==> src/rtl/frequency_generator.sv <==
// frequency_generator: programmable 50% duty square-wave source with iterative half-period divider
//   clk        in  system clock, rising edge
//   rst        in  asynchronous active-low reset
//   freq_in    in  requested frequency in Hz, 0 stops the output
//   freq_valid in  request strobe, taken when freq_ready is high
//   freq_ready out ready to accept a request (FSM idle)
//   busy       out divider running
//   active     out generator toggling
//   signal_out out registered square wave
module frequency_generator #(
    parameter int CLK_FREQ  = 50_000_000,
    parameter int BIT_SIZE  = 20,
    parameter int CNT_WIDTH = 26
) (
    input  logic                clk,
    input  logic                rst,
    input  logic [BIT_SIZE-1:0] freq_in,
    input  logic                freq_valid,
    output logic                freq_ready,
    output logic                busy,
    output logic                active,
    output logic                signal_out
);
    localparam int IW = $clog2(CNT_WIDTH + 1);
    localparam logic [CNT_WIDTH-1:0] DIVIDEND = CNT_WIDTH'(CLK_FREQ);
    localparam logic [IW-1:0] LAST = IW'(CNT_WIDTH - 1);

    typedef enum logic {IDLE, DIVIDE} state_t;
    state_t state_q, state_d;

    logic [BIT_SIZE:0]   divisor_q, rem_q, rem_d;
    logic [BIT_SIZE+1:0] rem_shift, trial;
    logic [CNT_WIDTH-1:0] dq_q, quo_d, half_new;
    logic [CNT_WIDTH-1:0] pend_q, half_q, cnt_q;
    logic [IW-1:0]       iter_q;
    logic                pend_vld_q, active_q, sig_q;
    logic                accept, start, stop, last_iter, fits, toggle;

    assign accept    = freq_valid & freq_ready;
    assign start     = accept & (freq_in != '0);
    assign stop      = accept & (freq_in == '0);
    assign last_iter = (state_q == DIVIDE) & (iter_q == LAST);
    assign toggle    = active_q & (cnt_q == half_q - CNT_WIDTH'(1));

    always_ff @(posedge clk or negedge rst) begin
        if (!rst) state_q <= IDLE;
        else      state_q <= state_d;
    end

    always_comb begin
        state_d = (state_q == IDLE) ? (start ? DIVIDE : IDLE) : (last_iter ? IDLE : DIVIDE);
    end

    always_comb begin
        busy       = state_q == DIVIDE;
        freq_ready = state_q == IDLE;
    end

    // Restoring step: the sign of (rem*2+bit - divisor) decides the quotient bit.
    // dq_q shifts dividend bits out of its MSB while quotient bits enter its LSB.
    always_comb begin
        rem_shift = {rem_q, dq_q[CNT_WIDTH-1]};
        trial     = rem_shift - {1'b0, divisor_q};
        fits      = ~trial[BIT_SIZE+1];
        rem_d     = fits ? trial[BIT_SIZE:0] : rem_shift[BIT_SIZE:0];
        quo_d     = {dq_q[CNT_WIDTH-2:0], fits};
        half_new  = (quo_d == '0) ? CNT_WIDTH'(1) : quo_d;
    end

    always_ff @(posedge clk or negedge rst) begin
        if (!rst) begin
            divisor_q  <= '0;
            rem_q      <= '0;
            dq_q       <= '0;
            iter_q     <= '0;
            pend_q     <= '0;
            pend_vld_q <= 1'b0;
            half_q     <= '0;
            cnt_q      <= '0;
            active_q   <= 1'b0;
            sig_q      <= 1'b0;
        end else begin
            if (start) begin
                divisor_q <= {freq_in, 1'b0};
                rem_q     <= '0;
                dq_q      <= DIVIDEND;
                iter_q    <= '0;
            end else if (busy) begin
                rem_q  <= rem_d;
                dq_q   <= quo_d;
                iter_q <= iter_q + IW'(1);
            end
            if (stop) begin
                active_q   <= 1'b0;
                sig_q      <= 1'b0;
                cnt_q      <= '0;
                pend_vld_q <= 1'b0;
            end else if (active_q) begin
                cnt_q <= toggle ? '0 : cnt_q + CNT_WIDTH'(1);
                if (toggle) begin
                    sig_q <= ~sig_q;
                    if (pend_vld_q) begin
                        half_q     <= pend_q;
                        pend_vld_q <= 1'b0;
                    end
                end
            end else if (pend_vld_q) begin
                half_q     <= pend_q;
                pend_vld_q <= 1'b0;
                active_q   <= 1'b1;
                cnt_q      <= '0;
                sig_q      <= 1'b0;
            end
            // A freshly divided value overrides any consumption in the same cycle: last value wins.
            if (last_iter) begin
                pend_q     <= half_new;
                pend_vld_q <= 1'b1;
            end
        end
    end

    assign active     = active_q;
    assign signal_out = sig_q;
endmodule
==> config.mk <==
export PLATFORM = sky130hd
export DESIGN_NAME = frequency_generator
export DESIGN_NICKNAME = d
export VERILOG_FILES = /design/src/rtl/frequency_generator.sv
export SDC_FILE = /design/constraint.sdc
export NUM_CORES = 1
export LEC_CHECK = 0
export CAP_MARGIN = 25
export CORE_ASPECT_RATIO = 1.25
export CORE_MARGIN = 2
export CORE_UTILIZATION = 30
export CTS_BUF_LIST = sky130_fd_sc_hd__clkbuf_4 sky130_fd_sc_hd__clkbuf_8 sky130_fd_sc_hd__clkbuf_16
export DETAILED_ROUTE_END_ITERATION = 6
export GPL_ROUTABILITY_DRIVEN = 0
export SLEW_MARGIN = 30
export SYNTH_ARGS = -nofsm -noshare
export SYNTH_HDL_FRONTEND = slang
export SYNTH_SLANG_ARGS = --single-unit
==> constraint.sdc <==
create_clock -name clk -period 6.55 [get_ports clk]
set_input_delay 1.31 -clock clk [delete_from_list [all_inputs] [get_ports clk]]
set_output_delay 1.31 -clock clk [all_outputs]
set_load 0.1 [all_outputs]
==> flow_summary.toml <==
[pwr]
p_per_area_nw_per_um2 = 456
p_clk_share_pct = 22.8
power_frac_seq_pct = 32.6
p_switching_uw = 1770
switching_share_pct = 38.3
peakVddDrop_mv = 0.264
comb_power_share_pct = 44.6
internal_power_uw = 2860
leakage_uw = 0.00456

[global_route]
antenna_found_initial = 0
gr-total-overflow = 0
grt_max_degree = 98
grt_pass1_vias = 6594
grt_pass1_wl_um = 33100
track_usage_pct = 13.1

[cts]
cts_hold_buf = 0
cts_resized = 0
cts.sinks = 154
cts_tree = "yes"
cts.path.max_buffers = 2
cts_setup_buffers = 0
h-tree-depth = 4
ctsRootBufferMaster = "clkbuf_16"
path_clk_slew_ns = 0.06
insertion_delay_ns = 0.42
numCtsBuffers = 17

[status]
status = "finished, final reports clean"

[routing]
drtIter0Drc = 357
route.vias.total = 6658
viasPerCell = 5.04
dr.pass1.iters = 4
antenna_left = 0
finalWirelength_um = 19200
wl_per_cell_um = 14.5
route.detailed.drc = 0

[setup_path]
worstSetupPathType = "register to register"
critPathCaptureType = "register"
cp-start-kind = "register"
cp.required_ns = 6.85
cp_slowest_cell = "or4_1"
cp_num_buf_inv = 1
path_cells = "or4_1 -> or4_1 -> or4_1 -> o21ai_1 -> and4bb_1 -> nand4_1 -> a211o_1 -> buf_4 -> mux2_4"
critPathMaxStageDelay_ns = 0.72
path_max_fanout = 16
arrival_ns = 4.47
crit_family = "simple AND/OR/NAND/NOR gates"
worst_path_most_repeated_cell = "or4_1"

[synth]
syn_inst = 905
synthDistinctLibCells = 61
seq_area_frac_synth_pct = 43.5
synth_edf_count = 0
async_reset_ff_share_pct = 100
yosys_warnings = 0
syn_nets = 953
synth_area_sq_um = 8860
ys_ff_latch = 154
synthFlopType = "dfrtp_1"
postSynthAreaPerCell_sq_um = 9.80

[flow_run]
max_cap_violations = 0

[placement]
dp_hpwl_um = 13600
io_buffers = 26
dp.cells = 1288

[timing]
tns_ns = 0
hold_viol_final = 0
skew_ns = 0.00712
rsz0062_at_grt = "false"
min_period_over_period_pct = 63.7
maxSlewViolCount = 0
fmax_mhz = 240
max_slew_margin_pct = 33.5
tightestPinTransition_ns = 0.995
finalSetupViolCount = 0
finalCriticalPeriod_ns = 4.17

[cells_and_area]
fillers = 2920
regArea_sq_um = 3850
area_growth_pct = 14.5
multi_input_area_sq_um = 4660
nNetsFinal = 960
fin_cells = 1321
drive_above_1_share_pct = 14.1
antennaDiodeCount = 0

[floorplan]
start_util_pct = 30.4
rows = 70
fp.dieH_um = 196
core_sq_um = 29200
ioPinCount = 27
fp.dieW_um = 158
die_area_sq_um = 30900

[min_path]
hold_path.class = "register to register"
-- synth_stat cells (19+ instances only) --
| master | number | area share, % |
|---|---|---|
| dfrtp_1 | 154 | 43 |
| nand2_1 | 96 | 4.1 |
| o21ai_0 | 63 | 3.6 |
| mux2_2 | 55 | 7.0 |
| nand3_1 | 46 | 2.6 |
| inv_1 | 42 | 1.8 |
| clkbuf_1 | 40 | 1.7 |
| nor2_1 | 35 | 1.5 |
| mux2i_1 | 34 | 3.8 |
| xnor2_1 | 26 | 2.6 |
| a21oi_1 | 25 | 1.4 |
| ha_1 | 24 | 3.4 |
| nor4_1 | 23 | 1.6 |
| nor3_1 | 22 | 1.2 |
| mux2_4 | 19 | 3.2 |
-- sequential cells by signal, summed over array words and instances, names as in the netlist --
signal      flops
active          1
divisor_q      20
pend_vld_q      1
cnt_q          26
pend_q         26
iter_q          5
dq_q           26
signal_out      1
rem_q          21
busy            1
half_q         26
-- worst min-delay path: stages, from the launching register on --
cell and delay [ns]:
dfrtp_1 0.34, nand2_1 0.05, o21ai_0 0.06
-- metal layers --
| layer | GRT usage [%] | share of wire, % | vias up |
|---|---|---|---|
| li1 | - | - | 3313 |
| met1 | 16.8 | 46 | 3234 |
| met2 | 22.4 | 50 | 90 |
| met3 | 2.21 | 2.3 | 21 |
| met4 | 4.31 | 1.8 | 0 |
| met5 | 0 | 0 | - |
-- layout by cell type, fill, tap and decap left out, types with 16 or more instances in the layout --
cell and n:
inv_1 42, mux2_2 55, clkdlybuf4s50_1 25, nor3_1 21
dfrtp_1 153, clkbuf_16 17, mux2_4 19, nor4_1 23
a21oi_1 25, mux2i_1 34, xnor2_1 26, ha_1 24
a31oi_1 16, xor2_1 16, o21ai_0 63, nor2_1 35
nand3_1 46, nand2_1 95
-- logic make-up after synthesis --
group	count (synthesis)	synth area share, %
AO/OA/AOI/OAI	176	12.7
AND/OR/NAND/NOR	309	17.9
buffers and inverters	91	4.12
multiplexers	108	14.0
XOR/XNOR	42	4.15
adder cells (fa/ha/maj)	25	3.61
flip-flops	154	43.5
-- path summary, 6_finish.rpt --
| kind | start | to | slack, ns | cells after the start |
|---|---|---|---|---|
| min in group asynchronous | rst | cnt_q[22] | 0.98 | 1 |
| hold reg to reg | dq_q[25] | rem_q[0] | 0.49 | 2 |
| max in group asynchronous | rst | dq_q[3] | 4.35 | 2 |
| setup reg to reg | half_q[9] | half_q[10] | 2.38 | 9 |
| hold / removal | dq_q[25] | rem_q[0] | 0.49 | 2 |
| setup / recovery | half_q[9] | half_q[10] | 2.38 | 9 |
-- area by class of cell --
| class | count | area share [%] |
|---|---|---|
| well taps | 396 | 4.88 |
| multi-input cells | 660 | 45.9 |
| flip-flops and latches | 154 | 38.0 |
| clock buffers | 18 | 4.33 |
| repair buffers | 37 | 3.39 |
| inverters | 42 | 1.55 |
| clock inverters | 14 | 1.94 |
-- stage by stage --
step | util [%] | setup slack [ns] | cell area (sq um) | total power, uW | hold WS [ns]
3_5_place_dp | 32.6 | 2.19 | 9500 | 3590 | 0.478
4_1_cts | 34.8 | 2.38 | 10100 | 4670 | 0.493
3_3_place_gp | 32.6 | 1.90 | 9500 | 3540 | 0.475
6_report | 34.8 | 2.38 | 10100 | 4630 | 0.488
2_1_floorplan | - | 2.99 | 8860 | 3110 | 0.452
5_1_grt | 34.8 | 2.23 | 10100 | 5020 | 0.520
-- power by group through the flow --
stage	Combinational (uW)	Clock [uW]	Sequential (uW)
5_1_grt	2340	1120	1560
3_3_place_gp	2020	0	1520
6_report	2060	1060	1510
4_1_cts	2070	1080	1510
2_1_floorplan	1670	0	1440
3_5_place_dp	2060	0	1530
Note: power is estimated with default switching activity, not from simulation.
